**src/rtl/ins_pkg.sv**
```systemverilog
// Shared instruction-set constants: opcodes, one-hot op bit positions and T-state lengths.
// Reusable by any controller that consumes the decoded one-hot op vector.
package ins_pkg;

  typedef enum logic [1:0] {StIdle, StExec, StHalt} state_e;

  localparam logic [3:0] OpcMove  = 4'b1100;
  localparam logic [3:0] OpcAdd   = 4'b1001;
  localparam logic [3:0] OpcSub   = 4'b0110;
  localparam logic [3:0] OpcAnd   = 4'b1011;
  localparam logic [3:0] OpcNot   = 4'b0101;
  localparam logic [3:0] OpcShift = 4'b1010;
  localparam logic [3:0] OpcJump  = 4'b0011;
  localparam logic [3:0] OpcIn    = 4'b0010;
  localparam logic [3:0] OpcOut   = 4'b0100;
  localparam logic [3:0] OpcNop   = 4'b0111;
  localparam logic [3:0] OpcHalt  = 4'b1000;

  localparam int unsigned NumOps  = 16;
  localparam int unsigned BitMova = 0;
  localparam int unsigned BitMovb = 1;
  localparam int unsigned BitMovc = 2;
  localparam int unsigned BitAdd  = 3;
  localparam int unsigned BitSub  = 4;
  localparam int unsigned BitAnd1 = 5;
  localparam int unsigned BitNot1 = 6;
  localparam int unsigned BitRsr  = 7;
  localparam int unsigned BitRsl  = 8;
  localparam int unsigned BitJmp  = 9;
  localparam int unsigned BitJz   = 10;
  localparam int unsigned BitJc   = 11;
  localparam int unsigned BitIn1  = 12;
  localparam int unsigned BitOut1 = 13;
  localparam int unsigned BitNop  = 14;
  localparam int unsigned BitHalt = 15;

  // ALU, shift and branch ops (bits 3..11) take two T-states.
  localparam logic [NumOps-1:0] Len2Mask = 16'h0FF8;

  // An all-zero op (illegal instruction) is a single T-state.
  function automatic int unsigned ins_len(logic [NumOps-1:0] op);
    if (op[BitIn1] || op[BitOut1]) return 3;
    if (|(op & Len2Mask)) return 2;
    return 1;
  endfunction

endpackage

```
**src/rtl/ins_decode_comb.sv**
```systemverilog
// Combinational opcode decode: instruction word to one-hot op vector plus illegal flag.
module ins_decode_comb
  import ins_pkg::*;
#(
  parameter int unsigned IR_W = 8
) (
  input  logic [IR_W-1:0]   ir,
  output logic [NumOps-1:0] op,
  output logic              illegal
);

  logic [3:0] opcode;
  logic [3:0] sub;

  assign opcode = ir[IR_W-1 -: 4];
  assign sub    = ir[3:0];

  always_comb begin
    op      = '0;
    illegal = 1'b0;
    unique case (opcode)
      OpcMove: begin
        if (sub[3:2] == 2'b11)      op[BitMovb] = 1'b1;
        else if (sub[1:0] == 2'b11) op[BitMovc] = 1'b1;
        else                        op[BitMova] = 1'b1;
      end
      OpcAdd:   op[BitAdd]  = 1'b1;
      OpcSub:   op[BitSub]  = 1'b1;
      OpcAnd:   op[BitAnd1] = 1'b1;
      OpcNot:   op[BitNot1] = 1'b1;
      OpcShift: begin
        if (sub[1:0] == 2'b11) op[BitRsl] = 1'b1;
        else                   op[BitRsr] = 1'b1;
      end
      OpcJump: begin
        unique case (sub[1:0])
          2'b00:   op[BitJmp] = 1'b1;
          2'b01:   op[BitJz]  = 1'b1;
          2'b10:   op[BitJc]  = 1'b1;
          default: illegal    = 1'b1;
        endcase
      end
      OpcIn:   op[BitIn1]  = 1'b1;
      OpcOut:  op[BitOut1] = 1'b1;
      OpcNop:  op[BitNop]  = 1'b1;
      OpcHalt: op[BitHalt] = 1'b1;
      default: illegal     = 1'b1;
    endcase
  end

endmodule

```
**src/rtl/ins_decode_seq.sv**
```systemverilog
// Instruction sequencer: accepts an instruction, holds its one-hot op and steps T-states
// until the instruction's length is reached; halt parks the sequencer until reset.
module ins_decode_seq
  import ins_pkg::*;
#(
  parameter int unsigned IR_W = 8,
  parameter int unsigned T_W  = 2
) (
  input  logic              clk,
  input  logic              rst,
  input  logic              en,
  input  logic [IR_W-1:0]   ir,
  input  logic              ir_valid,
  output logic              ir_ready,
  input  logic              zf,
  input  logic              cf,
  output logic [NumOps-1:0] op,
  output logic [T_W-1:0]    t_state,
  output logic              ins_done,
  output logic              jump_taken,
  output logic              illegal,
  output logic              halted
);

  state_e             state_q;
  logic [NumOps-1:0]  op_q;
  logic               illegal_q;
  logic [T_W-1:0]     t_q;
  logic               halted_q;

  logic [NumOps-1:0]  dec_op;
  logic               dec_illegal;
  logic [T_W-1:0]     last_t;
  logic               last;
  logic               fire;

  ins_decode_comb #(
    .IR_W (IR_W)
  ) u_decode (
    .ir      (ir),
    .op      (dec_op),
    .illegal (dec_illegal)
  );

  assign last_t = T_W'(ins_len(op_q) - 32'd1);
  assign last   = (state_q == StExec) && (t_q == last_t);

  always_ff @(posedge clk) begin
    if (rst) begin
      state_q   <= StIdle;
      op_q      <= '0;
      illegal_q <= 1'b0;
      t_q       <= '0;
      halted_q  <= 1'b0;
    end else if (en) begin
      unique case (state_q)
        StIdle: begin
          if (ir_valid) begin
            op_q      <= dec_op;
            illegal_q <= dec_illegal;
            t_q       <= '0;
            state_q   <= StExec;
          end
        end
        StExec: begin
          if (last) begin
            t_q       <= '0;
            illegal_q <= 1'b0;
            // Halt keeps its op bit visible while parked.
            if (op_q[BitHalt]) begin
              state_q  <= StHalt;
              halted_q <= 1'b1;
            end else begin
              state_q <= StIdle;
              op_q    <= '0;
            end
          end else begin
            t_q <= t_q + 1'b1;
          end
        end
        StHalt: ;
        default: state_q <= StIdle;
      endcase
    end
  end

  // Pulses are gated by rst so an aborted instruction never reports completion.
  assign fire       = en & ~rst & last;
  assign ins_done   = fire;
  assign illegal    = fire & illegal_q;
  assign jump_taken = fire & (op_q[BitJmp] | (op_q[BitJz] & zf) | (op_q[BitJc] & cf));

  assign ir_ready = en & (state_q == StIdle);
  assign op       = op_q;
  assign t_state  = t_q;
  assign halted   = halted_q;

endmodule

```
**config.mk**
```make
export PLATFORM = sky130hd
export DESIGN_NAME = ins_decode_seq
export DESIGN_NICKNAME = d
export VERILOG_FILES = /design/src/rtl/ins_pkg.sv /design/src/rtl/ins_decode_comb.sv /design/src/rtl/ins_decode_seq.sv
export SDC_FILE = /design/constraint.sdc
export NUM_CORES = 1
export LEC_CHECK = 0
export CORE_AREA = 5 5 57 59
export DETAILED_ROUTE_END_ITERATION = 8
export DIE_AREA = 0 0 62 64
export GPL_TIMING_DRIVEN = 0
export PLACE_DENSITY = 0.91
export SLEW_MARGIN = 5
export SYNTH_ARGS = -nofsm -noshare
export SYNTH_HDL_FRONTEND = slang
export SYNTH_SLANG_ARGS = --single-unit
```
**constraint.sdc**
```tcl
create_clock -name clk -period 5.2 [get_ports clk]
set_input_delay 1.56 -clock clk [delete_from_list [all_inputs] [get_ports clk]]
set_output_delay 1.56 -clock clk [all_outputs]
set_load 0.03 [all_outputs]
```
== Yosys cells after proc, flatten, opt, wreduce, memory -nomap -nowiden ==
Index checks and enable logic that the tools add are counted.
Storage, ports and cells
  register bits: 22
  output and inout bits: 23
Cells by class
  reductions and logical operators: 13
  multiplexer cells: 42
  add/sub/neg operators: 2
  equality and inequality tests: 21
  bitwise logic cells: 11
Operator list (count)
  $mux W16: 3
  $pmux W16 S2: 1
  $mux W1: 22
  $eq A4 B4 Y1 const B: 5
  $mux W2: 10
  $eq A4 B3 Y1 const B: 4
  $reduce_and A4 Y1: 3
  $reduce_or A10 Y1: 1
  $reduce_or A9 Y1: 1
  $eq A2 B2 Y1 const B: 4
  $eq A4 B2 Y1 const B: 2
  $and A1 B1 Y1: 7
  $mux W3: 2
  $ne A2 B2 Y1 const B: 3
  $pmux W2 S3: 1
  $reduce_and A5 Y1: 1
  $eq A2 B1 Y1 const B: 2
  $logic_not A2 Y1: 2
  $pmux W1 S2: 2
  $pmux W2 S2: 1
  $reduce_and A3 Y1: 1
  $reduce_or A3 Y1: 1
  $add A2 B1 Y2 const B: 1
  $eq A2 B2 Y1: 1
  other kinds (6): 8

== Depth between registers and ports, before layout ==
  word-level depth: 10
  gate-level depth with buffers: 7

== Hierarchy ==
From an unflattened synthesis, not the netlist that was laid out.
Unflattened totals
  cells, all modules: 147
  area total of the unflattened synthesis: 1189.9 um^2
By module, submodules not included
  ins_decode_seq: cells each 117, instances 1, area an instance 1011.0 um^2
  ins_decode_comb: cells each 30, instances 1, area an instance 178.9 um^2

== Worst setup path after synthesis ==
No wires, ideal clock.
  path kind: input to output
  from: input rst
  to: output jump_taken
  arrival time: 2.848 ns
  required time: 3.640 ns
  stages: 3
  setup slack: 0.792 ns
  cell sequence: clkbuf_1 -> nand2b_1 -> nor4_1
Between the ends
  word-level cells in the longest chain between the ends: 4
Ends and longest elaborated chain
  start, declared: line ins_decode_seq.sv:10  | input logic rst,
  $not A1 Y1: line ins_decode_seq.sv:88  | assign fire = en & ~rst & last;
  $and A1 B1 Y1 (2 in a row): line ins_decode_seq.sv:88
  $and A1 B1 Y1: line ins_decode_seq.sv:91  | assign jump_taken = fire & (op_q[BitJmp] | (op_q[BitJz] & zf) | (op_q[BitJc] & cf));
  end, declared: line ins_decode_seq.sv:20  | output logic jump_taken,
Every way passes these cells.

== Final worst setup path ==
Ends and elaborated chain as after synthesis.

==> reports/qor.txt <==
status = complete, no violations
remaining antenna violation count after routing = 0
worst reg2reg setup slack = 3130 ps
sum of negative setup slack = 0 ps
setup ws final = 259 ps
die area = 3970 um^2
Pins Over Slew Limit = 0
WHS = 485 ps
worst path arrival time = 3380 ps
Nets = 204
Mapped Area = 1250 um^2
Post-synth EDFFs = 0
layout cells sized above 1 = 0.0688
Final Hold Fails = 0
Setup-failing EPs final = 0
met2 usage = 0.302
post_cts resized = 0
clock-pin slew on the worst setup and hold paths = 120 ps
io pins = 37
GR Layer Usage met1 = 0.196
largest net degree at the start of global routing = 13
Post-synth ARST share = 0
first-pass GRT wire length = 5.38 mm
WL final = 3.21 mm
total grt overflow = 0
met3 Usage GRT = 0.0463
Post-Syn Nets = 163
RSZ-0062 raised after global routing = no
Avg Cell Area, Syn = 8.41 um^2
Crit. End Element = primary output
Top FF cell, synth = dfxtp_1
Layout area overhead = 34.8%
Worst-Margin Slew = 481 ps
critical path launch point type = input port
fill cell count = 257
antenna violations before repair = 0
fmax = 202 MHz
Req. time, crit path = 3640 ps
Static Leak = 0.583 nW
total CTS buffers = 3
kind of critical path = input port to primary output
gr usage total = 0.178
ANT cells = 0
drt first pass iters = 4
synth unique cells = 39
vias in the first global route = 1242
drt drc = 0
post-synthesis sequential area ratio = 0.352
Final Core Density = 0.634
Die Wd = 62 um
Final period util = 0.950
routability congestion estimate = 0.927
die height = 64 um
cell count after synthesis = 149
Longest Clk Path Bufs = 2
Rows = 19
# H-tree levels = 1
hold buffers post-CTS = 0
Most Crowded Layer GR = met2
max cap viols = 0
CTS Root Cell = clkbuf_4
Power, Total = 0.000344 W
# clock sinks = 22
Seq cells post-synth = 22
port bufs = 36
DR iter-0 viols = 31
vias per cell = 5.52
hpwl dp = 2.54 mm
Initial Utilization = 0.470
Placeable Area = 2660 um^2
CTS tree = built
worst vdd ir = 178 uV
post-CTS setup buffer count = 0
Final min period = 4940 ps
max_slew headroom = 0.678
clock skew = 4.93 ps
average wire per standard cell = 14.6 um
Synth Warn # = 0
CP Max Fanout = 10
hold crit path type = register to register
Pwr Density = 204 nW/um^2
clk_lat worst skew = 320 ps
vias = 1215
dpl ws = 263 ps
-- state kept, by name (all words and copies together), names as in the netlist --
register and flops:
op 16, state_q 2, t_state 2, halted 1, illegal_q 1
-- cell usage in the layout, fill, tap and decap left out, drive strengths merged, types with 2 or more instances in the layout --
cell type	synthesis	final
nand2b	16	16
or3	3	3
inv	4	4
nand3	8	8
o32ai	2	2
mux2i	11	11
o31ai	2	2
nor3b	3	3
dfxtp	22	22
buf	3	3
nor3	4	4
nor2	10	10
clkbuf	4	8
clkdlybuf4s50	0	36
nand3b	2	2
or2	2	2
a21oi	5	5
nand4	2	2
nor4	4	4
nand2	19	19
nor2b	2	2
o21ai	7	7
-- cell families after synthesis --
logic type      count (synthesis)  share of synthesized area
buf+inv                        11                     0.0459
flops                          22                      0.352
mux                            11                     0.0879
simple gates                   81                      0.367
compound gates                 24                      0.148
-- metal layers --
metal	part of all wire	vias to the layer above
met3	0.045	9
met2	0.53	27
li1	-	612
met1	0.40	567
met4	0.024	0
met5	0	-
-- worst paths after layout --
check,from,end,cells after the start
hold / removal,op[14],op[14],2
setup / recovery,rst,jump_taken,5
setup reg to reg,op[6],op[6],7
hold reg to reg,op[14],op[14],2
-- Yosys cell counts (all sizes together), types with 2 or more instances --
master	instances	area [um^2]
a21oi	5	25.0
buf	3	27.5
clkbuf	4	15.0
dfxtp	22	440
inv	4	15.0
mux2i	11	110
nand2	19	71.3
nand2b	16	100
nand3	8	40.0
nand3b	2	15.0
nand4	2	12.5
nor2	10	37.5
nor2b	2	12.5
nor3	4	25.0
nor3b	3	22.5
nor4	4	40.0
o21ai	7	35.0
o31ai	2	15.0
o32ai	2	17.5
or2	2	12.5
or3	3	18.8
-- cell type report --
cell class	count	area, um^2	area share
Sequential cell	22	440	0.261
Timing Repair Buffer	36	360	0.213
Buffer	7	42.5	0.0252
Inverter	4	15.0	0.00890
Clock buffer	4	36.3	0.0215
Multi-Input combinational cell	116	754	0.447
Tap cell	31	38.8	0.0230
-- per-stage QoR --
step | cells | cell area [um^2]
floorplan | 149 | 1250
global placement | 216 | 1650
detailed placement | 216 | 1650
CTS | 220 | 1690
global route | 220 | 1690
finish | 220 | 1690
-- report_power, final --
part           internal, W   total, W  switching [W]
logic            0.0000345  0.0000731      0.0000386
clock network    0.0000429  0.0000969      0.0000540
registers         0.000171   0.000174     0.00000298
-- critical path: stages --
cell	delay (ps)
clkdlybuf4s50_1	420
clkbuf_1	220
nand2b_1	230
nor4_1	230
clkdlybuf4s50_1	710
Note: power is estimated with default switching activity, not from simulation.
==> RTL change, RTL diff (config.mk and constraints unchanged) <==
Encoding of `state_e`: now one-hot (3 bits for 3 states).
--- a/src/rtl/ins_pkg.sv
+++ b/src/rtl/ins_pkg.sv
@@ -2,7 +2,7 @@
 // Reusable by any controller that consumes the decoded one-hot op vector.
 package ins_pkg;
 
-  typedef enum logic [1:0] {StIdle, StExec, StHalt} state_e;
+  typedef enum logic [2:0] {StIdle = 3'b001, StExec = 3'b010, StHalt = 3'b100} state_e;
 
   localparam logic [3:0] OpcMove  = 4'b1100;
   localparam logic [3:0] OpcAdd   = 4'b1001;
Behaviour: no difference found for any inputs over 10 cycles, from zero or initial values and one cycle with rst high; not proved beyond that.
==> RTL change against the original RTL <==
Cell area grew 11%. Critical path depth is the same. Sequential power grew 4%. Power shrank 5.1%. Area after synthesis grew 15%. Routed wire length grew 23%. Synthesized cell count grew 26%. Clock skew grew 0.0032 ns. Sequential cell count grew 1. Non-clock buffer count grew 4. Register-to-register slack gained 0.10 ns. Worst setup slack lost 0.037 ns. Critical endpoint unchanged. Largest power group unchanged.
==> RTL change: results (changes against the original RTL) <==
outcome=completed; share of cells above drive strength 1=5.31% (-1.6 points); hold path depth=1 (-1); number of port buffers=35 (-2.8%); Tot GR Track Use=22.3% (+4.5 points); initial DRC count=115 (+270%); Final GP Congestion=0.880 (-5.0%); Seq power=0.181 mW (+4%); placed cell area=1830 um^2 (+11%); # fillers=214 (-17%); via count=1644 (+35%); Multi-input comb cells=146 (+26%); Switching Share=28.4% (+0.58 points); HP Start=halted; fmax=201 MHz (-0.73%); non-clock buffer share of cell area=21.3% (-2.5 points); top cells by count, synth=dfxtp_1, nand2_1, nand3_1, o21ai_0, nand4b_1; multi-input gate share of total cell area=49.3% (+4.6 points); R2R setup slack=3.23 ns (+0.10 ns); Synth Instances=187 (+26%); Final #Nets=241 (+18%); WHS Endpoint=halted; Routed WL=3.96 mm (+23%); Setup Skew=0.00815 ns (+0.00322 ns); syn nets=201 (+23%); top cells by area, synth=dfxtp_1, nand4b_1, nand3_1; clk tree area frac=1.41% (-0.74 points); Non-CTS buffers=47 (+9.3%); worst slew pin tran=0.639 ns (+0.157 ns)
## RTL change: cell count changes in the layout (fill, tap and decap cells not counted), moves of 4 or more
cell | before | now
and3_1 | 0 | 4
clkbuf_1 | 4 | 11
mux2i_1 | 11 | 0
nand2b_1 | 16 | 6
nand3_1 | 8 | 18
nand4_1 | 2 | 9
nand4b_1 | 0 | 14
nor2_1 | 10 | 5
o211ai_1 | 0 | 4
o21ai_0 | 7 | 18
## RTL change: cells by family (layout without fill, tap and decap cells)
family                 count (synthesis)  after routing  share of synthesized area, %
AOI/OAI and AO/OA                     40             40                          18.3
buffers and inverters                 18             57                          4.85
DFF                                   23             23                          31.9
and+or+nand+nor                      106            106                          45.0
## RTL change: per-layer routing
layer | global-route usage [%] | vias to the layer above | part of all wire (%)
met5 | 0 | - | 0
met4 | 6.90 | 0 | 1.1
met3 | 2.82 | 4 | 7.7
met2 | 33.5 | 76 | 48
met1 | 32.6 | 770 | 43
li1 | - | 794 | -
